[src/rtl/brick_field.sv]
// Breakout brick map with ball collision lookup and a saturating 3-digit BCD score.
// Each accepted tick runs IDLE -> LOOKUP -> APPLY; a reload discards any pending hit.
module brick_field #(
  parameter int BRICK_ROWS = 4,
  parameter int BRICK_COLS = 14,
  parameter int COL_OFFSET = 1
) (
  input  logic                             clock,
  input  logic                             reset,
  input  logic                             tick,
  input  logic                             new_game,
  input  logic                             next_level,
  input  logic [3:0]                       ball_rowIndex,
  input  logic [3:0]                       ball_colIndex,
  input  logic [3:0]                       ball_direction,
  output logic [BRICK_ROWS*BRICK_COLS-1:0] bricks,
  output logic [3:0]                       score100,
  output logic [3:0]                       score010,
  output logic [3:0]                       score001,
  output logic                             hit,
  output logic                             busy,
  output logic                             all_clear
);

  localparam int NB    = BRICK_ROWS * BRICK_COLS;
  localparam int IDX_W = (NB > 1) ? $clog2(NB) : 1;
  localparam logic signed [4:0] ROW_LIM = 5'(BRICK_ROWS);
  localparam logic signed [4:0] COL_LO  = 5'(COL_OFFSET);
  localparam logic signed [4:0] COL_HI  = 5'(COL_OFFSET + BRICK_COLS);

  typedef enum logic [1:0] {IDLE, LOOKUP, APPLY} state_t;

  state_t            state, state_next;
  logic              reload;
  logic [3:0]        cap_row, cap_col, cap_dir;
  logic signed [4:0] dv, dh, tr, tc, tc_rel;
  logic              target_valid;
  int                idx_int;
  logic [IDX_W-1:0]  lookup_idx, tgt_idx;
  logic              hit_pending;
  logic              score_max;

  assign reload = new_game | next_level;

  // NOTE: sequential state is assigned with non-blocking (<=) so every register
  // samples pre-edge values, independent of process evaluation order.
  always_ff @(posedge clock or negedge reset) begin
    if (!reset) state <= IDLE;
    else        state <= state_next;
  end

  // NOTE: every combinational output gets a default first, so no path leaves a
  // signal unassigned and no latch is inferred.
  always_comb begin
    state_next = state;
    if (reload) begin
      state_next = IDLE;
    end else begin
      case (state)
        IDLE:    if (tick) state_next = LOOKUP;
        LOOKUP:  state_next = APPLY;
        APPLY:   state_next = IDLE;
        default: state_next = IDLE;
      endcase
    end
  end

  always_comb begin
    busy = (state != IDLE);
  end

  always_ff @(posedge clock or negedge reset) begin
    if (!reset) begin
      cap_row <= '0;
      cap_col <= '0;
      cap_dir <= '0;
    end else if (!reload && state == IDLE && tick) begin
      cap_row <= ball_rowIndex;
      cap_col <= ball_colIndex;
      cap_dir <= ball_direction;
    end
  end

  // Target cell in 5-bit signed arithmetic so row 0 moving up is -1, not 15.
  always_comb begin
    dv = 5'sd0;
    dh = 5'sd0;
    case (cap_dir[1:0])
      2'b01:   dv = -5'sd1;
      2'b10:   dv = 5'sd1;
      default: dv = 5'sd0;
    endcase
    case (cap_dir[3:2])
      2'b01:   dh = -5'sd1;
      2'b10:   dh = 5'sd1;
      default: dh = 5'sd0;
    endcase
    tr           = $signed({1'b0, cap_row}) + dv;
    tc           = $signed({1'b0, cap_col}) + dh;
    tc_rel       = tc - COL_LO;
    target_valid = (tr >= 5'sd0) && (tr < ROW_LIM) && (tc >= COL_LO) && (tc < COL_HI);
    idx_int      = int'(tr[3:0]) * BRICK_COLS + int'(tc_rel[3:0]);
    lookup_idx   = IDX_W'(idx_int);
  end

  always_ff @(posedge clock or negedge reset) begin
    if (!reset) begin
      tgt_idx     <= '0;
      hit_pending <= 1'b0;
    end else if (state == LOOKUP) begin
      tgt_idx     <= lookup_idx;
      hit_pending <= target_valid && bricks[lookup_idx];
    end
  end

  assign score_max = (score100 == 4'd9) && (score010 == 4'd9) && (score001 == 4'd9);

  always_ff @(posedge clock or negedge reset) begin
    if (!reset) begin
      bricks   <= '1;
      score100 <= 4'd0;
      score010 <= 4'd0;
      score001 <= 4'd0;
      hit      <= 1'b0;
    end else begin
      hit <= 1'b0;
      if (new_game) begin
        bricks   <= '1;
        score100 <= 4'd0;
        score010 <= 4'd0;
        score001 <= 4'd0;
      end else if (next_level) begin
        bricks <= '1;
      end else if (state == APPLY && hit_pending) begin
        bricks[tgt_idx] <= 1'b0;
        hit             <= 1'b1;
        // BCD ripple increment; holds at 999 while hits keep pulsing.
        if (!score_max) begin
          if (score001 != 4'd9) begin
            score001 <= score001 + 4'd1;
          end else begin
            score001 <= 4'd0;
            if (score010 != 4'd9) begin
              score010 <= score010 + 4'd1;
            end else begin
              score010 <= 4'd0;
              score100 <= score100 + 4'd1;
            end
          end
        end
      end
    end
  end

  always_ff @(posedge clock or negedge reset) begin
    if (!reset) all_clear <= 1'b0;
    else        all_clear <= (bricks == '0);
  end

endmodule

[config.mk]
export PLATFORM = sky130hd
export DESIGN_NAME = brick_field
export DESIGN_NICKNAME = d
export VERILOG_FILES = /design/src/rtl/brick_field.sv
export SDC_FILE = /design/constraint.sdc
export NUM_CORES = 1
export LEC_CHECK = 0
export CORE_MARGIN = 10
export CORE_UTILIZATION = 45
export DETAILED_ROUTE_END_ITERATION = 10
export GPL_ROUTABILITY_DRIVEN = 1
export PLACE_DENSITY = 0.7
export SLEW_MARGIN = 20
export SYNTH_ARGS = -nofsm -noshare
export SYNTH_HDL_FRONTEND = slang
export SYNTH_SLANG_ARGS = --single-unit
[constraint.sdc]
create_clock -name clock -period 13.01 [get_ports clock]
set_input_delay 2.602 -clock clock [delete_from_list [all_inputs] [get_ports clock]]
set_output_delay 2.602 -clock clock [all_outputs]
set_load 0.02 [all_outputs]
# After elaboration in Yosys (flattened, before gate mapping)
# Cells that the tools add are included.
totals:
  regBits: 91
  input_bits: 17
  output_inout_bits: 71
  wordCells: 97
op_classes:
  n_addsub: 7
  mul: 1
  n_lt_le_gt_ge: 7
  eq_ne: 16
  mux: 32
  n_bitwise: 3
  reduce_logical: 19
op_table:
  columns: ["cell", "count"]
  rows:
  - ["$mux W56", 3]
  - ["$mux W4", 17]
  - ["$and A56 B56 Y56", 1]
  - ["$logic_not A56 Y1", 1]
  - ["$not A56 Y56", 1]
  - ["$pmux W5 S2", 2]
  - ["$lt A6 B7 Y1 const B", 2]
  - ["$add A4 B1 Y4 const B", 3]
  - ["$eq A4 B4 Y1 const B", 3]
  - ["$add A5 B5 Y5", 2]
  - ["$logic_and A1 B1 Y1", 10]
  - ["$ne A2 B2 Y1 const B", 4]
  - ["$ne A4 B4 Y1 const B", 2]
  - ["$add A6 B4 Y6", 1]
  - ["$bmux W1 S6", 1]
  - ["$demux W1 S6", 1]
  - ["$eq A2 B1 Y1 const B", 3]
  - ["$eq A2 B2 Y1 const B", 3]
  - ["$ge A6 B1 Y1 const B", 1]
  - ["$ge A5 B1 Y1 const B", 1]
  - ["$ge A5 B2 Y1 const B", 1]
  - ["$lt A5 B4 Y1 const B", 1]
  - ["$lt A5 B5 Y1 const B", 1]
  - ["$mul A4 B3 Y5 const B", 1]
  - ["other kinds (13)", 19]

# Depth between registers and ports, before layout
depth:
  ltp_word: 9
  depth_mapped: 18
  mapped_depth_nobuf: 16

# Worst setup path after synthesis
# No wires, ideal clock.
synth_timing:
  kind: "reg-to-reg"
  startpoint: "register cap_dir[0]"
  endpoint: "register hit_pending"
  setup_time_ps: 134
  t_arrival_ps: 4139
  required_time_ps: 12876
  path_slack_ps: 8738
  path_stages_with_launch: 15
  path_buffers: 1
  period_less_slack_ps: 4272
  cell_sequence: "dfrtp_1 > ha_1 > inv_1 > ha_1 > fa_1 > xor2_1 > fa_1 > ha_1 > ha_1 > xnor2_2 > buf_6 > mux4_2 > or3_1 > a311oi_1 > o41ai_2"
synth_between:
  elab_chain_cells: 8
  word_cells_on_any_way: 14
  classes_between: "add/sub: 2; mul: 1; order compare: 2; eq/ne: 2; mux: 3; reduce/logical: 4"
synth_lines:
  columns: ["element", "line_no", "source"]
  rows:
  - ["start, declared", "35", "logic [3:0] cap_row, cap_col, cap_dir;"]
  - ["start signal, assigned", "80", "cap_dir <= ball_direction;"]
  - ["$eq A2 B2 Y1 or $eq A2 B1 Y1 (tied branches)", "88", "case (cap_dir[1:0])"]
  - ["$pmux W5 S2 *", "88", null]
  - ["$add A5 B5 Y5 *", "98", "tr = $signed({1'b0, cap_row}) + dv;"]
  - ["$mul A4 B3 Y5, or another cell as far along", "102", "idx_int = int'(tr[3:0]) * BRICK_COLS + int'(tc_rel[3:0]);"]
  - ["$add A6 B4 Y6 or $logic_and A1 B1 Y1 (tied branches)", "102, 101", null]
  - ["$bmux W1 S6 or $logic_and A1 B1 Y1 (tied branches)", "112, 101", null]
  - ["$mux W1 (not written as such) or $logic_and A1 B1 Y1 (tied branches)", "112, 101", null]
  - ["$logic_and A1 B1 Y1 *", "112", "hit_pending <= target_valid && bricks[lookup_idx];"]
  - ["end signal, assigned", "112", null]
  - ["end, declared", "40", "logic hit_pending;"]
# Mark *: on every way between the ends. The rest lies on a longest branch, timed or not. The select of a mux whose other input is x is not followed.
# A chain may end at the register's enable or synchronous reset.

# Worst setup path in the final report
# Same ends and word-level chain as after synthesis.

==> flow_summary.ini <==
[clock_tree]
ctsHoldBuffers = 0
post_cts_buffers = 0
path_clk_slew_ns = 0.09
numCtsBuffers = 9
htree_levels = 3
post_cts_resized = 0
clk_path_buf_depth = 2
cts_tree = yes
clk-insertion-delay-late_ns = 0.37
clock-root-buffer = clkbuf_8
cts.sinks = 91

[routing]
dr.first_iter.drc_count = 298
drcViolationCount = 0
antenna_left = 0
vias = 4007
drt_first_pass_iters = 5
wl_per_cell_um = 19.1
routed_wirelength_um = 13500
via_per_inst = 5.66

[pwr]
powerDensity_mw_per_mm2 = 206
ir_drop_mv = 0.201
p_leak_nw = 2.42

[worst_setup_path]
slowest_delay_ns = 0.62
worst_path_most_repeated_cell = ha_1
cp-end-kind = flop
path_cells = ha_1 > inv_1 > ha_1 > fa_1 > xor2_1 > fa_1 > ha_1 > ha_1 > xnor2_2 > mux4_2 > or3_1 > a311oi_1 > o41ai_2
critical_path_arrival_ns = 5.08
cp_slowest_cell = xnor2_2
path_max_fanout = 11
worstPathRequired_ns = 13.26
path_delay_family = adder cells
startpoint_type = flop
critical_path_class = flop to flop
cp_num_buf_inv = 1

[global_routing]
grt_pass1_vias = 4106
grt_max_degree = 59
grt-ovfl-total = 0
grt_usage = 0.175
antenna_found_initial = 0
grt_first_pass_wirelength_um = 22200

[timing]
fin_crit_ns = 4.84
setup_viol = 0
fin_setup_tns_ns = 0
min_period_over_period = 0.372
clock_skew_ns = 0.00749
rsz0062_at_grt = false
hold_slack_ns = 0.491
fmax_ghz = 0.207
worst_pin_slew_ns = 0.798
finalHoldViolCount = 0
slew_viol_final = 0
slew_headroom = 0.467

[yosys]
yosys.area.top_type_share = 0.300
synth_edf_count = 0
yosys.area_share.simple = 0.183
ys.flop_type = dfstp_2
synthMuxAreaShare = 0.0907
ys_seq_elements = 91
synth_top_family_by_area = simple AND/OR/NAND/NOR gates
yosysTopAreaCell = dfstp_2
netlist_instances = 486
avgSynthCellArea_um2 = 10.1
yosysWarningCount = 0
ys_types = 47
synthesis.area_mm2 = 0.00491
ys_top_cells_by_area = dfstp_2 (30%), dfrtp_1 (18%), nand2_1 (8.4%)
synthAdderAreaFrac = 0.0764
synth-xor-area-share = 0.0301
syn-num-nets = 530
synth-compound-area-share = 0.110
async_reset_ff_frac = 1.00
ys_seq_area_frac = 0.478

[cells_and_area]
final.fill_count = 960
syn2layout_area_growth_pct = 24.1
final_nets = 607
diodes = 0
final_layout_size_suffix_gt1_frac = 0.180

[run_status]
status = complete, no violations

[floorplan]
num_rows = 38
fp.dieW_um = 124
core_mm2 = 0.0107
initial_core_util = 0.457
die_h_um = 124
io_pins = 88
dieArea_mm2 = 0.0155

[run]
maxCapViolations = 0

[min_path]
holdCritPathClass = flop to flop

[placed_design]
hpwl_um = 9960
place_congestion = 0.903
portBuffers = 87
## placed cells by master, fill, tap and decap left out, types with 2 or more instances in the layout
cell type | Yosys | final
or2_2 | 2 | 2
or3_1 | 7 | 7
inv_4 | 0 | 2
mux2i_1 | 7 | 7
buf_4 | 0 | 3
o21ai_0 | 56 | 56
dfstp_2 | 56 | 56
nand4_1 | 3 | 3
clkdlybuf4s50_1 | 0 | 86
nor4_1 | 15 | 15
o21ai_1 | 15 | 15
ha_1 | 22 | 22
nor3b_1 | 2 | 2
a21oi_1 | 9 | 9
inv_1 | 14 | 14
nand3_1 | 10 | 10
mux2_2 | 5 | 5
nor3_1 | 5 | 5
xnor2_1 | 7 | 7
xor2_1 | 8 | 8
nand2b_1 | 8 | 8
mux4_2 | 13 | 13
dfrtp_1 | 35 | 35
fa_1 | 5 | 5
a211oi_1 | 2 | 2
nor2_1 | 12 | 11
nor2b_1 | 2 | 2
o31ai_1 | 4 | 4
or3b_2 | 3 | 3
bufinv_16 | 0 | 2
nand3b_1 | 7 | 7
a21o_1 | 5 | 5
nand2_1 | 110 | 110
clkbuf_8 | 0 | 9
## routing by layer
metal / part of all wire / up-vias / GRT usage
li1: - / 1858 / -
met1: 0.43 / 1979 / 0.224
met2: 0.48 / 153 / 0.276
met3: 0.072 / 17 / 0.0430
met4: 0.018 / 0 / 0.0713
met5: 0 / - / 0
## sequential cells by signal, indices dropped and copies added, names as in the netlist
name / cells
cap_row: 4
state: 2
cap_dir: 4
all_clear: 1
tgt_idx: 6
hit: 1
hit_pending: 1
score001: 4
cap_col: 4
bricks: 56
score010: 4
score100: 4
## stage by stage
stage / worst slack (ns) / total power [W] / cells / utilization / cell area, um2
2_1_floorplan: 8.74 / 0.000919 / 486 / - / 4910
3_3_place_gp: 8.20 / 0.00102 / 692 / 0.547 / 5880
3_5_place_dp: 8.13 / 0.00104 / 692 / 0.547 / 5880
4_1_cts: 8.13 / 0.00126 / 708 / 0.567 / 6090
5_1_grt: 7.89 / 0.00134 / 708 / 0.567 / 6090
6_report: 8.17 / 0.00126 / 708 / 0.567 / 6090
## worst register-to-register path: cells and delay by family (launching register included)
kind	cells	cell delay, ns
compound gates	2	0.44
xor+xnor	2	0.97
fa+ha+maj	6	1.98
buf+inv	1	0.04
flops	1	0.40
mux	1	0.58
simple gates	1	0.32
## where the power goes
group | switching [W] | total (W) | internal (W)
sequential | 0.0000381 | 0.000349 | 0.000310
clock | 0.000105 | 0.000214 | 0.000109
combinational | 0.000390 | 0.000693 | 0.000303
total | 0.000533 | 0.00126 | 0.000722
## path summary, 6_finish.rpt
kind                       startpoint           to  slack, ns  cells past startpoint
min in group asynchronous       reset   tgt_idx[5]       2.21                      1
max reg2reg                cap_dir[0]  hit_pending       8.17                     13
max                        cap_dir[0]  hit_pending       8.17                     13
min                        cap_col[0]   cap_col[0]       0.49                      2
max in group asynchronous       reset  hit_pending       9.79                      2
min reg2reg                cap_col[0]   cap_col[0]       0.49                      2
## synth_stat cells (all sizes together) (7+ instances only)
master / instances
nand2b: 8
mux4: 14
nor4: 15
ha: 22
nand3b: 7
mux2i: 7
buf: 8
xor2: 8
nor2: 12
a21oi: 9
nand2: 110
clkbuf: 15
or3: 7
o21ai: 71
dfrtp: 35
nand3: 10
dfstp: 56
inv: 15
xnor2: 8
## final cells by class
type,count,area (um2),area share
Multi-Input combinational cell,357,2420,0.397
Sequential cell,91,2350,0.385
Timing Repair Buffer,89,883,0.145
Tap cell,140,175,0.0288
Clock buffer,10,128,0.0209
Clock inverter,6,86.3,0.0142
Inverter,15,56.3,0.00924
## kinds of logic after synthesis
family / after synthesis
and+or+nand+nor: 191
AOI/OAI and AO/OA: 97
DFF: 91
buffers and inverters: 38
adders and majority gates: 27
muxes: 26
xor gates and xnor gates: 16
No activity file was read; power rests on OpenSTA's default activity.
